$ cat config.mk
export PLATFORM = sky130hd
export DESIGN_NAME = video_timing_ctrl
export DESIGN_NICKNAME = d
export VERILOG_FILES = /design/src/rtl/video_timing_ctrl.sv
export SDC_FILE = /design/constraint.sdc
export NUM_CORES = 1
export LEC_CHECK = 0
export CORE_MARGIN = 1.5
export CORE_UTILIZATION = 35
export DETAILED_ROUTE_END_ITERATION = 10
export GPL_TIMING_DRIVEN = 0
export SYNTH_ARGS = -nofsm -noshare
export SYNTH_HDL_FRONTEND = slang
export SYNTH_SLANG_ARGS = --single-unit
export TNS_END_PERCENT = 50
$ cat constraint.sdc
create_clock -name pixel_clk -period 6.3 [get_ports pixel_clk]
set_input_delay 1.89 -clock pixel_clk [delete_from_list [all_inputs] [get_ports pixel_clk]]
set_output_delay 1.89 -clock pixel_clk [all_outputs]
set_load 0.1 [all_outputs]
$ cat src/rtl/video_timing_ctrl.sv
// Raster timing controller for the colour-bar generator: h/v counters, sync, DE,
// and a pixel request that leads video_de by one cycle. Starts/stops on frame boundaries.
module video_timing_ctrl #(
    parameter int       H_SYNC   = 40,
    parameter int       H_BACK   = 220,
    parameter int       H_DISP   = 1280,
    parameter int       H_FRONT  = 110,
    parameter int       V_SYNC   = 5,
    parameter int       V_BACK   = 20,
    parameter int       V_DISP   = 720,
    parameter int       V_FRONT  = 5,
    parameter logic     SYNC_POL = 1'b1
) (
    input  logic        pixel_clk,
    input  logic        rst,
    input  logic        video_en,
    output logic        busy,
    output logic        frame_start,
    output logic        video_hs,
    output logic        video_vs,
    output logic        video_de,
    output logic        data_req,
    output logic [10:0] pixel_xpos,
    output logic [10:0] pixel_ypos
);

    localparam logic [11:0] H_TOTAL  = 12'(H_SYNC + H_BACK + H_DISP + H_FRONT);
    localparam logic [11:0] V_TOTAL  = 12'(V_SYNC + V_BACK + V_DISP + V_FRONT);
    localparam logic [11:0] HA       = 12'(H_SYNC + H_BACK);
    localparam logic [11:0] VA       = 12'(V_SYNC + V_BACK);
    localparam logic [11:0] HS_END   = 12'(H_SYNC);
    localparam logic [11:0] VS_END   = 12'(V_SYNC);
    localparam logic [11:0] HA_END   = 12'(H_SYNC + H_BACK + H_DISP);
    localparam logic [11:0] VA_END   = 12'(V_SYNC + V_BACK + V_DISP);
    localparam logic [11:0] REQ_BEG  = HA - 12'd1;
    localparam logic [11:0] REQ_END  = HA_END - 12'd1;
    localparam logic [11:0] H_LAST   = H_TOTAL - 12'd1;
    localparam logic [11:0] V_LAST   = V_TOTAL - 12'd1;

    typedef enum logic {IDLE, RUN} state_t;

    state_t      state_q, state_d;
    logic [11:0] h_cnt_q, h_cnt_d;
    logic [10:0] v_cnt_q, v_cnt_d;
    logic [11:0] v_ext;

    assign v_ext = {1'b0, v_cnt_q};

    always_ff @(posedge pixel_clk or posedge rst) begin
        if (rst) begin
            state_q <= IDLE;
            h_cnt_q <= '0;
            v_cnt_q <= '0;
        end else begin
            state_q <= state_d;
            h_cnt_q <= h_cnt_d;
            v_cnt_q <= v_cnt_d;
        end
    end

    // Leaving RUN is only possible on the last pixel of the last line.
    always_comb begin
        state_d = state_q;
        h_cnt_d = h_cnt_q;
        v_cnt_d = v_cnt_q;
        case (state_q)
            IDLE: begin
                h_cnt_d = '0;
                v_cnt_d = '0;
                if (video_en) state_d = RUN;
            end
            RUN: begin
                if (h_cnt_q == H_LAST) begin
                    h_cnt_d = '0;
                    if (v_ext == V_LAST) begin
                        v_cnt_d = '0;
                        if (!video_en) state_d = IDLE;
                    end else begin
                        v_cnt_d = v_cnt_q + 11'd1;
                    end
                end else begin
                    h_cnt_d = h_cnt_q + 12'd1;
                end
            end
            default: state_d = IDLE;
        endcase
    end

    logic v_act;
    logic [11:0] xdiff;
    logic [11:0] ydiff;

    assign v_act = (v_ext >= VA) && (v_ext < VA_END);
    assign xdiff = h_cnt_q - REQ_BEG;
    assign ydiff = v_ext - VA;

    always_comb begin
        busy        = 1'b0;
        frame_start = 1'b0;
        video_hs    = ~SYNC_POL;
        video_vs    = ~SYNC_POL;
        video_de    = 1'b0;
        data_req    = 1'b0;
        pixel_xpos  = '0;
        pixel_ypos  = '0;
        if (state_q == RUN) begin
            busy        = 1'b1;
            frame_start = (h_cnt_q == 12'd0) && (v_cnt_q == 11'd0);
            video_hs    = (h_cnt_q < HS_END) ? SYNC_POL : ~SYNC_POL;
            video_vs    = (v_ext < VS_END) ? SYNC_POL : ~SYNC_POL;
            video_de    = (h_cnt_q >= HA) && (h_cnt_q < HA_END) && v_act;
            // Request runs one column early to cover the generator's register stage.
            data_req    = (h_cnt_q >= REQ_BEG) && (h_cnt_q < REQ_END) && v_act;
            if (data_req) begin
                pixel_xpos = xdiff[10:0];
                pixel_ypos = ydiff[10:0];
            end
        end
    end

endmodule

* Yosys cells after proc, flatten, opt, wreduce, memory -nomap -nowiden
Cells that the tools add are included.
W data, S select, Z words.
** Storage, ports and cells
- Output and inout bits :: 28
- Input bits :: 3
- Register bits after elaboration :: 24
- Logic and storage cells :: 48
** Cells by class
- Equality and inequality tests :: 3
- Muxes and demuxes :: 21
- Reduce and logical (&&, ||, !) cells :: 8
- Add/sub/neg operators :: 4
- $lt $le $gt $ge :: 8
- Bitwise logic cells :: 1
** Operators with widths (number)
- $mux W11 :: 6
- $ge A12 B9 Y1 const B :: 2
- $lt A12 B11 Y1 const B :: 2
- $pmux W12 S2 :: 1
- $pmux W11 S2 :: 1
- $add A12 B1 Y12 const B :: 1
- $eq A12 B11 Y1 const B :: 1
- $logic_not A12 Y1 :: 1
- $lt A12 B6 Y1 const B :: 1
- $mux W12 :: 1
- $add A11 B1 Y11 const B :: 1
- $eq A11 B10 Y1 const B :: 1
- $ge A11 B5 Y1 const B :: 1
- $logic_not A11 Y1 :: 1
- $lt A11 B10 Y1 const B :: 1
- $lt A11 B3 Y1 const B :: 1
- $mux W1 :: 11
- $sub A11 B5 Y11 const B :: 1
- $sub A11 B9 Y11 const B :: 1
- $logic_and A1 B1 Y1 :: 6
- $ne A2 B1 Y1 const B :: 1
- $pmux W1 S2 :: 1
- $not A1 Y1 :: 1

* Longest topological paths before layout
- Depth in word-level cells :: 5
- Depth in mapped cells :: 8
- Mapped depth without buffers :: 6

* Worst setup path after synthesis
OpenSTA, ideal clock, no wires.
- Path type :: register to output
- Start :: reg state_q
- End :: out pixel_xpos[8]
- Path slack :: -0.347 ns
- Arrival time :: 4.757 ns
- Stages on the path, launching flop included :: 5
- Required time :: 4.410 ns
- Buffers on the path :: 0
- Cells stage by stage :: dfrtp_1 > nand2b_1 > a2111oi_0 > o2111ai_2 > nor4_1
** Between the ends
- Word-level cells in the longest chain between the ends :: 1
** RTL lines
- from (decl) :: line 42 : state_t state_q, state_d;
- from (signal assigned) :: line 55 : state_q <= state_d;
- $mux W11 :: line 106 : if (state_q == RUN) begin
- to (decl) :: line 23 : output logic [10:0] pixel_xpos,
No other way between the ends.

* Worst setup path after layout
- Start :: reg v_cnt_q[1]
- End :: out pixel_ypos[2]
** Between the ends
- Word-level cells in the longest chain between the ends :: 5
- Elaborated cells on any way between the ends :: 7
- Those cells by class :: add/sub: 1; order compare: 2; mux: 2; reduce/logical: 2
** RTL lines
- from (decl) :: line 44 : logic [10:0] v_cnt_q, v_cnt_d;
- from (signal assigned) :: line 57 : v_cnt_q <= v_cnt_d;
- $ge A11 B5 Y1 or $lt A11 B10 Y1 (tied branches) :: line 93 : assign v_act = (v_ext >= VA) && (v_ext < VA_END);
- $logic_and A1 B1 Y1 :: line 93
- $logic_and A1 B1 Y1 :: line 113 : data_req = (h_cnt_q >= REQ_BEG) && (h_cnt_q < REQ_END) && v_act;
- $mux W11 * :: line 114 : if (data_req) begin
- $mux W11 * :: line 106
- to (decl) :: line 24 : output logic [10:0] pixel_ypos
Mark *: on every way between the ends. The rest lies on a longest branch, timed or not.

==> impl_results.md <==
- CP Cell Sequence: clkbuf_1 -> inv_1 -> ha_1 -> nor4_1 -> o2111ai_1 -> o2111ai_2 -> buf_2 -> nor3_1 -> clkdlybuf4s50_1
- First-pass GRT wire length: 9220 microns
- Slew @ Worst Pin: 1.00 ns
- Largest net degree at the start of global routing: 25
- Synth area leader: dfrtp_1
- IO Port Bufs: 30
- Proportion of netlist area held by the largest area contributor: 29.1%
- Ant diodes: 0
- Tot Pwr: 268 uW
- Vias after detailed routing: 2012
- CP Max Fanout: 10
- Worst-Skew Late Latency: 0.27 ns
- Post-synth top cells: dfrtp_1, nor3_1, nand2_1
- Met3 wire length: 333 microns
- Register area share after synthesis: 29.1%
- Clock sinks: 24
- Clock Skew: 0.00252 ns
- Ranking of synthesized cells by area: dfrtp_1, xnor2_1, nor3_1
- Hold Buf Count CTS: 0
- Die height: 79.8 microns
- Pre-CTS setup slack: 1.15 ns
- Fin area: 2520 sq um
- Critical path class: reg2out
- DRC errors left: 0
- Post-DP HPWL: 4160 microns
- DIE AREA: 6370 sq um
- CTS-repair resized insts: 0
- Worst R2R Setup Slack: 3.67 ns
- I/O pins: 31
- Synth Flop Type: dfrtp_1
- Synthesized cell area: 2060 sq um
- 1st-pass router iterations: 4
- Setup TNS: 0 ns
- Postcts setup bufs: 0
- 1st-iter DRT viols: 158
- Area grow syn2layout: 21.9%
- Final Max Tran Viols: 0
- Worst EP arrival: 3.60 ns
- Syn_nets: 271
- Metal2 WL: 2440 microns
- Clock Tree Root: clkbuf_8
- Core box area: 5610 sq um
- Yosys warnings: 0
- Initial antenna violation count: 0
- Worst Path Required: 4.41 ns
- Starting density of the core: 36.8%
- Crit path time final: 5.49 ns
- Core Util, Final: 44.9%
- Drt wl/cell: 15.6 microns
- WP buf/inv: 4
- RR Startpoint: v_cnt_q[1]
- CTS tree: yes
- DR top layer: met4
- Final period util: 87.1%
- Final WS setup: 0.814 ns
- CP peak stage delay: 0.98 ns
- Tot GR Track Use: 18.7%
- Post-synth EDFFs: 0
- Fin nets: 306
- Syn_area_per_cell: 7.91 sq um
- Post-synthesis cell count: 261
- Outcome: completed
- DIE WIDTH: 79.8 microns
- VDD IR max: 73.3 uV
- Worst Setup SP: v_cnt_q[1]
- MaxCap Viol Count: 0
- Area post-placement: 2460 sq um
- Number of global-route vias before repair: 1809
- Hold Path Origin: h_cnt_q[0]
- Leak pwr: 0.999 nW
- Worst setup SP type: flop
- RSZ-0062 raised after global routing: false
- Global placer's final weighted congestion: 0.844
- H-tree Lvls: 1
- Final Setup Violations: 0
- Met1 wire length: 2870 microns
- Slew margin rel.: 33.1%
- CP top delay family: buffers and inverters
- ANT nets after route: 0
- Power Dens Cells: 107 nW/um^2
- Layout cells sized above 1: 7.46%
- Clock-pin slew on the worst setup and hold paths: 0.09 ns
- Synthesis-stage register bit count: 24
- Placement row count: 27
- Worst path slowest cell: clkdlybuf4s50_1
- Drt total wl: 5720 microns
- Hold Fails Final Rpt: 0
- Post-synth ARST share: 100%
- CP Capture Type: output pin
- Clock Path Buffers: 2
- CTS buffer count: 3
- Netlist cell types: 48
- Drt via density: 5.48
- FMAX: 0.182 GHz
- Congestion Overflow GR: 0
- Min-Delay Path Class: reg2reg
power by group:
| group | switching [mW] | internal, mW |
|---|---|---|
| registers | 0 | 0.154 |
| clock network | 0.0541 | 0.0560 |
| logic | 0.00329 | 0.00118 |
| total | 0.0574 | 0.211 |
flip-flops by register name (all words and copies together) (netlist names):
| signal | cells |
|---|---|
| h_cnt_q | 12 |
| v_cnt_q | 11 |
| state_q | 1 |
cells in the final DEF, fill, tap and decap left out, drive strengths merged, types with 2 or more instances in the layout:
cell type / n
clkdlybuf4s50: 30
nor3: 24
dfrtp: 24
nand2: 23
nor2: 22
clkbuf: 20
xnor2: 19
a21oi: 13
inv: 12
nand3: 11
nor4: 10
buf: 10
nand4: 7
ha: 7
o21ai: 6
or3: 5
xor2: 5
o32ai: 4
nand2b: 4
or4: 4
and3: 3
o2111ai: 3
and4: 2
o22ai: 2
nand3b: 2
o31ai: 2
o21a: 2
nor3b: 2
a31oi: 2
worst reg2reg max path, delay by kind of cell, from the launching register on:
kind	cells	cell delay, ns
AOI/OAI and AO/OA	1	0.36
adders and majority gates	1	0.22
buffers and inverters	3	0.92
DFF	1	0.40
and+or+nand+nor	3	0.62
path summary, 6_finish.rpt:
kind	to	depth (start not counted)
max	pixel_ypos[2]	9
min	h_cnt_q[0]	1
max reg2reg	v_cnt_q[10]	8
min reg2reg	h_cnt_q[0]	1
max in group asynchronous	v_cnt_q[8]	2
min in group asynchronous	state_q	2
layout make-up:
type / count / area [sq um]
Clock buffer: 4 / 55.1
Fill cell: 587 / 3090
Sequential cell: 24 / 601
Buffer: 26 / 143
Inverter: 12 / 45.0
Timing Repair Buffer: 30 / 300
Tap cell: 72 / 90.1
Multi-Input combinational cell: 199 / 1280
through the flow:
step / cells / hold slack, ns
6_report: 367 / 0.619
5_1_grt: 367 / 0.658
3_5_place_dp: 363 / 0.617
2_1_floorplan: 261 / 0.554
4_1_cts: 367 / 0.628
3_3_place_gp: 363 / 0.597
routing by layer:
metal	GRT usage, %	vias up
met5	0	-
met4	5.17	0
met3	2.17	7
met2	27.5	68
met1	28.4	936
li1	-	1001
kinds of logic after synthesis:
logic type | Yosys count | share of synthesized area, %
fa+ha+maj | 7 | 4.24
compound gates | 40 | 13.9
buf+inv | 38 | 9.09
simple gates | 128 | 33.5
xor+xnor | 24 | 10.2
flops | 24 | 29.1
(Power assumes the default switching activity.)
